<file path="src/rtl/gp_apb_to_axis_bridge_if.sv">
`default_nettype none
// ============================================================================
// Module      : gp_apb_to_axis_bridge_if
// Description : APB3 completer bus plus AXI-Stream request/response channels.
// Revision    : 1.0
// ============================================================================
interface gp_apb_to_axis_bridge_if #(
    parameter int APB_ADDR_WIDTH = 32,
    parameter int APB_DATA_WIDTH = 32
) ();
    logic [APB_ADDR_WIDTH-1:0] paddr_i;
    logic [APB_DATA_WIDTH-1:0] pwdata_i;
    logic                      pwrite_i;
    logic                      psel_i;
    logic                      penable_i;
    logic [APB_DATA_WIDTH-1:0] prdata_o;
    logic                      pready_o;
    logic                      pslverr_o;

    logic [APB_DATA_WIDTH-1:0] req_tdata_o;
    logic [APB_ADDR_WIDTH:0]   req_tuser_o;
    logic                      req_tvalid_o;
    logic                      req_tready_i;

    logic [APB_DATA_WIDTH-1:0] rsp_tdata_i;
    logic                      rsp_tuser_i;
    logic                      rsp_tvalid_i;
    logic                      rsp_tready_o;

    modport master (
        output paddr_i, pwdata_i, pwrite_i, psel_i, penable_i,
        input  prdata_o, pready_o, pslverr_o,
        input  req_tdata_o, req_tuser_o, req_tvalid_o,
        output req_tready_i,
        output rsp_tdata_i, rsp_tuser_i, rsp_tvalid_i,
        input  rsp_tready_o
    );

    modport slave (
        input  paddr_i, pwdata_i, pwrite_i, psel_i, penable_i,
        output prdata_o, pready_o, pslverr_o,
        output req_tdata_o, req_tuser_o, req_tvalid_o,
        input  req_tready_i,
        input  rsp_tdata_i, rsp_tuser_i, rsp_tvalid_i,
        output rsp_tready_o
    );
endinterface
`default_nettype wire

</file>
<file path="src/rtl/gp_apb_to_axis_bridge.sv">
`default_nettype none
// ============================================================================
// Module      : gp_apb_to_axis_bridge
// Description : APB3 completer tunnelled over an AXI-Stream request/response
//               pair, one access at a time, with timeout and late-beat discard.
// Revision    : 1.0
// ============================================================================
module gp_apb_to_axis_bridge #(
    parameter int APB_ADDR_WIDTH = 32,
    parameter int APB_DATA_WIDTH = 32,
    parameter int TIMEOUT_CYCLES = 1024,
    parameter int DROP_CNT_WIDTH = 4
) (
    input  logic                   clk_i,
    input  logic                   rst_i,
    gp_apb_to_axis_bridge_if.slave bus,
    output logic                   timeout_o
);
    localparam int TO_CNT_W    = (TIMEOUT_CYCLES > 2) ? $clog2(TIMEOUT_CYCLES) : 1;
    localparam int TO_LAST_INT = (TIMEOUT_CYCLES > 0) ? TIMEOUT_CYCLES - 1 : 0;
    localparam logic [TO_CNT_W-1:0] C_TO_LAST = TO_CNT_W'(TO_LAST_INT);
    localparam bit C_TO_EN = (TIMEOUT_CYCLES > 0);

    typedef enum logic [1:0] {
        S_IDLE = 2'd0,
        S_REQ  = 2'd1,
        S_RSP  = 2'd2,
        S_DONE = 2'd3
    } state_t;

    state_t                      state_q,     state_d;
    logic [APB_DATA_WIDTH-1:0]   req_tdata_q, req_tdata_d;
    logic [APB_ADDR_WIDTH:0]     req_tuser_q, req_tuser_d;
    logic [APB_DATA_WIDTH-1:0]   prdata_q,    prdata_d;
    logic                        pslverr_q,   pslverr_d;
    logic                        timeout_q,   timeout_d;
    logic [DROP_CNT_WIDTH-1:0]   drop_cnt_q,  drop_cnt_d;
    logic [TO_CNT_W-1:0]         to_cnt_q,    to_cnt_d;

    logic w_drop_active;
    logic w_drop_sat;
    logic w_rsp_ready;
    logic w_rsp_hs;
    logic w_accept;
    logic w_discard;
    logic w_expired;
    logic w_timeout;

    assign w_drop_active = (drop_cnt_q != '0);
    assign w_drop_sat    = &drop_cnt_q;
    // Stale beats must drain before the current response may be accepted.
    assign w_rsp_ready   = w_drop_active || (state_q == S_RSP);
    assign w_rsp_hs      = w_rsp_ready && bus.rsp_tvalid_i;
    assign w_discard     = w_rsp_hs && w_drop_active;
    assign w_accept      = w_rsp_hs && !w_drop_active;
    assign w_expired     = C_TO_EN && (state_q == S_RSP) && (to_cnt_q == C_TO_LAST);
    assign w_timeout     = w_expired && !w_rsp_hs && !w_drop_sat;

    always_comb begin
        state_d     = state_q;
        req_tdata_d = req_tdata_q;
        req_tuser_d = req_tuser_q;
        prdata_d    = prdata_q;
        pslverr_d   = pslverr_q;
        timeout_d   = 1'b0;
        to_cnt_d    = to_cnt_q;
        drop_cnt_d  = drop_cnt_q;

        case (state_q)
            S_IDLE: begin
                if (bus.psel_i && !bus.penable_i) begin
                    req_tdata_d = bus.pwdata_i;
                    req_tuser_d = {bus.pwrite_i, bus.paddr_i};
                    state_d     = S_REQ;
                end
            end
            S_REQ: begin
                if (bus.req_tready_i) begin
                    to_cnt_d = '0;
                    state_d  = S_RSP;
                end
            end
            S_RSP: begin
                if (w_accept) begin
                    pslverr_d = bus.rsp_tuser_i;
                    prdata_d  = req_tuser_q[APB_ADDR_WIDTH] ? '0 : bus.rsp_tdata_i;
                    state_d   = S_DONE;
                end else if (w_timeout) begin
                    pslverr_d = 1'b1;
                    prdata_d  = '0;
                    timeout_d = 1'b1;
                    state_d   = S_DONE;
                end else if (C_TO_EN && (to_cnt_q != C_TO_LAST)) begin
                    to_cnt_d = to_cnt_q + TO_CNT_W'(1);
                end
            end
            S_DONE: begin
                state_d = S_IDLE;
            end
            default: begin
                state_d = S_IDLE;
            end
        endcase

        // A timeout never coincides with a handshake, so the two are exclusive.
        if (w_timeout) begin
            drop_cnt_d = drop_cnt_q + DROP_CNT_WIDTH'(1);
        end else if (w_discard) begin
            drop_cnt_d = drop_cnt_q - DROP_CNT_WIDTH'(1);
        end
    end

    always_ff @(posedge clk_i or posedge rst_i) begin
        if (rst_i) begin
            state_q     <= S_IDLE;
            req_tdata_q <= '0;
            req_tuser_q <= '0;
            prdata_q    <= '0;
            pslverr_q   <= 1'b0;
            timeout_q   <= 1'b0;
            drop_cnt_q  <= '0;
            to_cnt_q    <= '0;
        end else begin
            state_q     <= state_d;
            req_tdata_q <= req_tdata_d;
            req_tuser_q <= req_tuser_d;
            prdata_q    <= prdata_d;
            pslverr_q   <= pslverr_d;
            timeout_q   <= timeout_d;
            drop_cnt_q  <= drop_cnt_d;
            to_cnt_q    <= to_cnt_d;
        end
    end

    assign bus.prdata_o     = prdata_q;
    assign bus.pslverr_o    = pslverr_q;
    assign bus.pready_o     = (state_q == S_DONE);
    assign bus.req_tdata_o  = req_tdata_q;
    assign bus.req_tuser_o  = req_tuser_q;
    assign bus.req_tvalid_o = (state_q == S_REQ);
    assign bus.rsp_tready_o = w_rsp_ready;
    assign timeout_o        = timeout_q;
endmodule
`default_nettype wire

</file>
<file path="src/flat_wrapper.sv">
// flat-port wrapper written by rule: the top's interface ports become plain ports
module gp_apb_to_axis_bridge_flat 
#(
    parameter int APB_ADDR_WIDTH = 32,
    parameter int APB_DATA_WIDTH = 32,
    parameter int TIMEOUT_CYCLES = 1024,
    parameter int DROP_CNT_WIDTH = 4
)
  (clk_i, rst_i, timeout_o, bus_paddr_i, bus_pwdata_i, bus_pwrite_i, bus_psel_i, bus_penable_i, bus_prdata_o, bus_pready_o, bus_pslverr_o, bus_req_tdata_o, bus_req_tuser_o, bus_req_tvalid_o, bus_req_tready_i, bus_rsp_tdata_i, bus_rsp_tuser_i, bus_rsp_tvalid_i, bus_rsp_tready_o);
  gp_apb_to_axis_bridge_if #(.APB_ADDR_WIDTH(APB_ADDR_WIDTH), .APB_DATA_WIDTH(APB_DATA_WIDTH)) bus_i ();
  input  logic clk_i;
  input  logic rst_i;
  output logic timeout_o;
  input wire logic [$bits(bus_i.paddr_i)-1:0] bus_paddr_i;
  input wire logic [$bits(bus_i.pwdata_i)-1:0] bus_pwdata_i;
  input wire logic [$bits(bus_i.pwrite_i)-1:0] bus_pwrite_i;
  input wire logic [$bits(bus_i.psel_i)-1:0] bus_psel_i;
  input wire logic [$bits(bus_i.penable_i)-1:0] bus_penable_i;
  output wire logic [$bits(bus_i.prdata_o)-1:0] bus_prdata_o;
  output wire logic [$bits(bus_i.pready_o)-1:0] bus_pready_o;
  output wire logic [$bits(bus_i.pslverr_o)-1:0] bus_pslverr_o;
  output wire logic [$bits(bus_i.req_tdata_o)-1:0] bus_req_tdata_o;
  output wire logic [$bits(bus_i.req_tuser_o)-1:0] bus_req_tuser_o;
  output wire logic [$bits(bus_i.req_tvalid_o)-1:0] bus_req_tvalid_o;
  input wire logic [$bits(bus_i.req_tready_i)-1:0] bus_req_tready_i;
  input wire logic [$bits(bus_i.rsp_tdata_i)-1:0] bus_rsp_tdata_i;
  input wire logic [$bits(bus_i.rsp_tuser_i)-1:0] bus_rsp_tuser_i;
  input wire logic [$bits(bus_i.rsp_tvalid_i)-1:0] bus_rsp_tvalid_i;
  output wire logic [$bits(bus_i.rsp_tready_o)-1:0] bus_rsp_tready_o;
  assign bus_i.paddr_i = bus_paddr_i;
  assign bus_i.pwdata_i = bus_pwdata_i;
  assign bus_i.pwrite_i = bus_pwrite_i;
  assign bus_i.psel_i = bus_psel_i;
  assign bus_i.penable_i = bus_penable_i;
  assign bus_prdata_o = bus_i.prdata_o;
  assign bus_pready_o = bus_i.pready_o;
  assign bus_pslverr_o = bus_i.pslverr_o;
  assign bus_req_tdata_o = bus_i.req_tdata_o;
  assign bus_req_tuser_o = bus_i.req_tuser_o;
  assign bus_req_tvalid_o = bus_i.req_tvalid_o;
  assign bus_i.req_tready_i = bus_req_tready_i;
  assign bus_i.rsp_tdata_i = bus_rsp_tdata_i;
  assign bus_i.rsp_tuser_i = bus_rsp_tuser_i;
  assign bus_i.rsp_tvalid_i = bus_rsp_tvalid_i;
  assign bus_rsp_tready_o = bus_i.rsp_tready_o;
  gp_apb_to_axis_bridge #(.APB_ADDR_WIDTH(APB_ADDR_WIDTH), .APB_DATA_WIDTH(APB_DATA_WIDTH), .TIMEOUT_CYCLES(TIMEOUT_CYCLES), .DROP_CNT_WIDTH(DROP_CNT_WIDTH)) u_core (.clk_i(clk_i), .rst_i(rst_i), .bus(bus_i), .timeout_o(timeout_o));
endmodule
</file>
<file path="config.mk">
export PLATFORM = sky130hd
export DESIGN_NAME = gp_apb_to_axis_bridge_flat
export DESIGN_NICKNAME = d
export VERILOG_FILES = /design/src/rtl/gp_apb_to_axis_bridge_if.sv /design/src/rtl/gp_apb_to_axis_bridge.sv /design/src/flat_wrapper.sv
export SDC_FILE = /design/constraint.sdc
export NUM_CORES = 1
export LEC_CHECK = 0
export CAP_MARGIN = 20
export CELL_PAD_IN_SITES_DETAIL_PLACEMENT = 1
export CELL_PAD_IN_SITES_GLOBAL_PLACEMENT = 2
export CORE_MARGIN = 2
export CORE_UTILIZATION = 38
export CTS_BUF_LIST = sky130_fd_sc_hd__clkbuf_2
export CTS_CLUSTER_DIAMETER = 200
export DETAILED_ROUTE_END_ITERATION = 8
export DONT_BUFFER_PORTS = 1
export PLACE_DENSITY = 0.75
export SLEW_MARGIN = 20
export SYNTH_ARGS = -nofsm -noshare
export SYNTH_HDL_FRONTEND = slang
export SYNTH_SLANG_ARGS = --single-unit
</file>
<file path="constraint.sdc">
create_clock -name clk_i -period 3.8 [get_ports clk_i]
set_clock_uncertainty 0.2 [all_clocks]
set_input_delay 0.76 -clock clk_i [delete_from_list [all_inputs] [get_ports clk_i]]
set_output_delay 0.76 -clock clk_i [all_outputs]
set_load 0.005 [all_outputs]
</file>
==> results of run 1 <==
## area by class of cell
type | count | area (µm²)
Clock buffer | 17 | 85.1
Inverter | 7 | 30.0
Clock inverter | 14 | 178
Sequential cell | 115 | 2880
Timing Repair Buffer | 98 | 981
Fill cell | 1181 | 5980
Multi-Input combinational cell | 190 | 1720
Tap cell | 168 | 210
## synthesized netlist by cell type (all sizes together)
cell / number
dfrtp: 115
mux2: 67
a22o: 32
buf: 15
o31ai: 11
nand2: 9
nand3: 8
ha: 7
inv: 7
o21ai: 7
nor2: 6
a21o: 4
a21oi: 4
and3: 4
clkbuf: 4
a2111oi: 3
a31oi: 3
nand2b: 2
o311ai: 2
o41ai: 2
xnor2: 2
a2111o: 1
a221oi: 1
a22oi: 1
a311o: 1
a311oi: 1
a41o: 1
a41oi: 1
and4: 1
fa: 1
nand3b: 1
nand4: 1
nor2b: 1
nor3: 1
nor4: 1
o21a: 1
or4: 1
xor2: 1
## critical path, stage by stage (launching register included)
cell and delay [ns]:
dfrtp_1 0.50, or4_4 0.61, o21ai_4 0.25, nand2_1 0.25, ha_1 0.34, a21o_1 0.19
a2111oi_0 0.40, a31oi_1 0.10, xnor2_1 0.14
## how the worst max path moves through the flow
stage	end	slack, ns	cells after the start
2_1_floorplan	u_core.drop_cnt_q[3]	0.99	11
3_3_place_gp	u_core.drop_cnt_q[3]	0.86	8
3_5_place_dp	u_core.drop_cnt_q[3]	0.73	8
4_1_cts	u_core.drop_cnt_q[3]	0.71	8
5_1_grt	u_core.drop_cnt_q[3]	0.43	8
6_report	u_core.drop_cnt_q[3]	0.74	8
## repair_timing
item                                   4_1_cts  5_1_grt
gates resized for setup                      0        0
hold buffers                                84        9
endpoints found under the hold margin      198        9
## cell families after synthesis
| family | Yosys count | synth area share |
|---|---|---|
| buffers and inverters | 26 | 0.0283 |
| flip-flops | 115 | 0.608 |
| adder cells (fa/ha/maj) | 8 | 0.0228 |
| AND/OR/NAND/NOR | 36 | 0.0410 |
| AO/OA/AOI/OAI | 76 | 0.134 |
| XOR/XNOR | 3 | 0.00556 |
| multiplexers | 67 | 0.160 |
## layer usage
metal	global-route usage	up-vias	routed length, µm	part of all wire
li1	-	1426	-	-
met1	0.209	1611	4800	0.37
met2	0.335	150	6710	0.52
met3	0.0764	23	1190	0.092
met4	0.0859	0	254	0.020
met5	0	-	0	0
## through the flow
step / worst slack (ns) / cell area (µm²) / hold slack [ns]
floorplan: 0.994 / 4730 / 0.249
global placement: 0.860 / 4890 / 0.275
detailed placement: 0.734 / 4890 / 0.279
CTS: 0.709 / 5990 / 0.0000596
global route: 0.426 / 6080 / 0.00442
finish: 0.737 / 6080 / 0.0616
## power by group through the flow
stage	sequential (µW)	clock [µW]	combinational [µW]
after floorplan	2130	0	909
after global placement	2280	0	1030
after detailed placement	2290	0	1100
after CTS	2280	918	1150
after global routing	2370	974	1320
final	2300	887	1180
## state kept, by name, summed over array words and instances (netlist names)
signal / count
u_core.to_cnt_q: 10
u_core.bus.req_tdata_o: 32
u_core.state_q: 2
u_core.bus.prdata_o: 32
u_core.drop_cnt_q: 4
u_core.bus.pslverr_o: 1
u_core.timeout_o: 1
u_core.bus.req_tuser_o: 33
==> impl_summary.log, run 1 <==
INFO  metric yosysSeqAreaShare = 0.608
INFO  metric floorplan.initialDensity = 0.392
INFO  metric power_per_cell_area = 718 nW/µm²
INFO  metric fp-row-count = 40
INFO  metric overflow = 0
INFO  metric worst_ep_required_time = 4.16 ns
INFO  metric avg_cell_area_syn = 14.3 µm²
INFO  metric route.antenna.remaining_nets = 0
INFO  metric design.portCount = 206
INFO  metric ctsLongestPathBuffers = 2
INFO  metric setup_viol = 0
INFO  metric dieArea = 13400 µm²
INFO  metric antenna_found_initial = 0
INFO  metric viasPerCell = 5.27
INFO  metric synth.net_count = 443
INFO  metric drv_cap = 0
INFO  metric cell_internal_pwr = 2800 µW
INFO  metric fin_cells = 609
INFO  metric timing_max_transition_violations_final = 0
INFO  metric cts_inserted_buffers = 17
INFO  metric final_standard_cell_utilization_of_the_core = 0.504
INFO  metric criticalPathCategory = reg2reg
INFO  metric area_added_between_synthesis_and_finish = 28.6%
INFO  metric num_vias = 3210
INFO  metric crit_path_end_kind = flip-flop
INFO  metric antenna-diode-count = 0
INFO  metric floorplan.die.height = 116 µm
INFO  metric p_clk_frac = 0.203
INFO  metric tritoncts_clock_tree = yes
INFO  metric arrival_worst_endpoint = 3.42 ns
INFO  metric fin_crit_sh = 0.806
INFO  metric fp.coreArea = 12100 µm²
INFO  metric r2r_endpoint = u_core.drop_cnt_q[3]
INFO  metric switching_power = 1570 µW
INFO  metric final_hold_viol_count = 0
INFO  metric drc_errors = 0
INFO  metric run_status = finished, final reports clean
INFO  metric power.static_leakage = 0.00267 µW
INFO  metric switching_share = 0.359
INFO  metric grt_pass1_wl = 19.4 mm
INFO  metric grt_pass1_vias = 3621
INFO  metric commonest_non_fill_non_tap_cell_in_the_layout = dfrtp_1
INFO  metric clkTransAtPathRegs = 0.20 ns
INFO  metric p_total = 4370 µW
INFO  metric ff2ff_setup_slack = 0.74 ns
INFO  metric r2r-start = u_core.drop_cnt_q[1]
INFO  metric design.final.nets = 541
INFO  metric cts.root.buffer_cell = clkbuf_2
INFO  metric drive_above_1_share = 0.249
INFO  metric insertion_delay_of_the_later_clocked_pin_in_the_worst_skew_pair = 0.65 ns
INFO  metric dpl.hpwl = 7.61 mm
INFO  metric dr.pass1.iters = 4
INFO  metric cts.sink_count = 115
INFO  metric grt_setup_unrepaired = false
INFO  metric syn-instance-count = 331
INFO  metric origin_of_the_worst_min_delay_path = bus_pwdata_i[20]
INFO  metric whs_endpoint = u_core.bus.req_tdata_o[20]
INFO  metric postSynthRegisterBits = 115
INFO  metric syn-cell-area = 4730 µm²
INFO  metric grt_usage = 0.193
INFO  metric synth_top_area_frac = 0.608
INFO  metric grt_start_max_net_pins = 116
INFO  metric max-slew-margin-rel = 0.371
INFO  metric r2r.worst_path.cells = 8
INFO  metric first_iter_violations = 152
INFO  metric cts_htree_levels = 4
INFO  metric die_w = 116 µm
INFO  metric cp_startpoint_kind = flip-flop
INFO  metric routed_wire_length_per_instance = 21.3 µm
INFO  metric place.gp.congestion = 0.800
INFO  metric combinational_power_share = 0.270
INFO  metric power_frac_seq = 0.527
INFO  metric synthTopCellsByArea = dfrtp_1, mux2_2, a22o_1, ha_1, o31ai_1
INFO  metric max-vdd-ir-drop = 0.293 mV
INFO  metric worst_pin_slew = 0.941 ns
INFO  metric yosys_warnings = 0
INFO  metric post-route-min-period = 3.06 ns
INFO  metric placement.io_buffers = 0
INFO  metric min_delay_path_depth = 1
INFO  metric cp-startpoint = u_core.drop_cnt_q[1]
INFO  metric min-delay-path-class = in2reg
INFO  metric routed_wl = 13.0 mm
INFO  metric setup_tns = 0 ns
INFO  metric placed_cells_incl_taps = 485
INFO  metric path_max_fanout = 6
INFO  metric post-cts-setup-buffers = 0
INFO  metric synth_top_area_cell = dfrtp_1
INFO  metric yosys.cell_types.count = 45
INFO  metric commonest_cells_after_routing_fill_and_taps_aside = dfrtp_1, dlygate4sd3_1, mux2_2
INFO  metric maxClockFrequency = 0.326 GHz
No activity file was read; power rests on OpenSTA's default activity.
==> run 2, diff against run 1 <==
==> constraint.sdc (replaced) <==
create_clock -name clk_i -period 2.6 [get_ports clk_i]
set_clock_uncertainty 0.2 [all_clocks]
set_input_delay 0.52 -clock clk_i [delete_from_list [all_inputs] [get_ports clk_i]]
set_output_delay 0.52 -clock clk_i [all_outputs]
set_load 0.005 [all_outputs]
==> impl_summary.log, run 2 (synthesis gave the netlist of run 1 again) <==
INFO  metric commonest_cells_after_routing_fill_and_taps_aside = dfrtp_1, dlygate4sd3_1, mux2_2
INFO  metric fin_crit_sh = 0.978
INFO  metric timing_max_transition_violations_final = 0
INFO  metric worst_ep_required_time = 1.88 ns
INFO  metric placement.io_buffers = 0
INFO  metric r2r_endpoint = u_core.drop_cnt_q[3]
INFO  metric slowest_delay = 0.45 ns
INFO  metric crit_path_cell_trace = buf_6 -> nor4_4 -> buf_4 -> nand2_2
INFO  metric routed_wire_length_per_instance = 22.5 µm
INFO  metric grt_pass1_wl = 21.8 mm
INFO  metric first_iter_violations = 157
INFO  metric worst_pin_slew = 0.704 ns
INFO  metric insertion_delay_of_the_later_clocked_pin_in_the_worst_skew_pair = 0.73 ns
INFO  metric cts.sink_count = 115
INFO  metric cts_htree_levels = 4
INFO  metric route.antenna.remaining_nets = 0
INFO  metric fin_cells = 643
INFO  metric crit_path_end_kind = output port
INFO  metric cts.root.buffer_cell = clkbuf_2
INFO  metric r2r-start = u_core.drop_cnt_q[0]
INFO  metric cp_startpoint_kind = flip-flop
INFO  metric arrival_worst_endpoint = 1.82 ns
INFO  metric ff2ff_setup_slack = 0.09 ns
INFO  metric floorplan.die.height = 116 µm
INFO  metric max-vdd-ir-drop = 0.519 mV
INFO  metric floorplan.initialDensity = 0.392
INFO  metric drc_errors = 0
INFO  metric critPathCapture = bus_rsp_tready_o
INFO  metric grt_setup_unrepaired = true
INFO  metric run_status = finished, final reports clean
INFO  metric num_vias = 3394
INFO  metric final_hold_viol_count = 0
INFO  metric maxClockFrequency = 0.393 GHz
INFO  metric cp.depth = 4
INFO  metric design.final.nets = 572
INFO  metric clkTransAtPathRegs = 0.20 ns
INFO  metric worst-path-buf-inv = 2
INFO  metric dr.pass1.iters = 4
INFO  metric timing.critical_path.max_delay_family = flip-flops
INFO  metric layout_setup_ws = 0.0572 ns
INFO  metric grt_pass1_vias = 3909
INFO  metric power_per_cell_area = 1050 nW/µm²
INFO  metric placed_cells_incl_taps = 498
INFO  metric timing.hold.ws = 0.0488 ns
INFO  metric fp.coreArea = 12100 µm²
INFO  metric grt_usage = 0.222
INFO  metric max-slew-margin-rel = 0.530
INFO  metric setup_viol = 0
INFO  metric drv_cap = 0
INFO  metric r2r.worst_path.cells = 8
INFO  metric dp_slack = 0.0414 ns
INFO  metric ctsLongestPathBuffers = 2
INFO  metric cts_inserted_buffers = 17
INFO  metric path_max_fanout = 2
INFO  metric drive_above_1_share = 0.302
INFO  metric die_w = 116 µm
INFO  metric p_total = 6790 µW
INFO  metric design.portCount = 206
INFO  metric area_added_between_synthesis_and_finish = 36.7%
INFO  metric post-route-min-period = 2.54 ns
INFO  metric viasPerCell = 5.28
INFO  metric fp-row-count = 40
INFO  metric flip_flop_count_of_the_largest_register_all_copies_and_words_added = 33
INFO  metric antenna_found_initial = 1
INFO  metric criticalPathCategory = reg2out
INFO  metric dieArea = 13400 µm²
INFO  metric min-delay-path-class = in2reg
INFO  metric commonest_non_fill_non_tap_cell_in_the_layout = dfrtp_1
INFO  metric cp-startpoint = u_core.drop_cnt_q[0]
INFO  metric tritoncts_clock_tree = yes
INFO  metric dpl.hpwl = 8.30 mm
INFO  metric cp_slowest_cell = dfrtp_2
INFO  metric grt_start_max_net_pins = 65
INFO  metric place.gp.congestion = 0.801
INFO  metric overflow = 0
INFO  metric routed_wl = 14.4 mm
INFO  metric power.static_leakage = 0.00284 µW
-- run 2: power breakdown --
part           internal, µW  switching, µW  leakage, µW
clock                   545            769     0.000150
sequential             2590            757      0.00143
combinational          1180            952      0.00126
total                  4310           2480      0.00284
-- run 2: layer usage --
layer	share of wire	vias up	track usage
li1	-	1495	-
met1	0.36	1705	0.239
met2	0.53	169	0.386
met3	0.085	25	0.0905
met4	0.021	0	0.0900
met5	0	-	0
-- run 2: worst register-to-register path, cell delays in order (launching register included) --
cell	delay (ns)
dfrtp_2	0.45
or4_4	0.56
o21ai_4	0.17
nand2_4	0.12
ha_4	0.23
a21o_1	0.17
a2111oi_2	0.30
a31oi_1	0.09
xnor2_1	0.14
-- run 2: final cells by class --
type / count / area [µm²]
Antenna cell: 2 / 5.00
Clock buffer: 17 / 85.1
Clock inverter: 15 / 181
Fill cell: 1182 / 5600
Inverter: 7 / 33.8
Multi-Input combinational cell: 190 / 1790
Sequential cell: 115 / 2880
Tap cell: 168 / 210
Timing Repair Buffer: 129 / 1280
-- run 2: worst min-delay path by stage --
stage / cells after the start / from / slack (ns) / endpoint
final: 3 / bus_penable_i / 0.05 / u_core.state_q[1]
after CTS: 4 / bus_req_tready_i / 0.0009 / u_core.state_q[0]
after global routing: 4 / bus_req_tready_i / 0.001 / u_core.state_q[0]
after global placement: 1 / u_core.to_cnt_q[6] / 0.28 / u_core.to_cnt_q[6]
after detailed placement: 1 / u_core.to_cnt_q[6] / 0.28 / u_core.to_cnt_q[6]
after floorplan: 1 / u_core.to_cnt_q[9] / 0.25 / u_core.to_cnt_q[9]
-- run 2: what timing repair did --
action,CTS,global route
gates resized for setup,7,6
hold buffers,103,0
pin swaps,1,5
endpoints found under the setup margin,1,4
buffers inserted,4,4
endpoints found under the hold margin,219,0
-- run 2: per-stage QoR --
stage                     cell area [µm²]  TNS (ns)  utilization
final                                6460         0        0.536
after global routing                 6460   -0.0887        0.536
after CTS                            6400         0        0.530
after detailed placement             5040         0        0.418
after global placement               5040         0        0.418
after floorplan                      4760         0            -
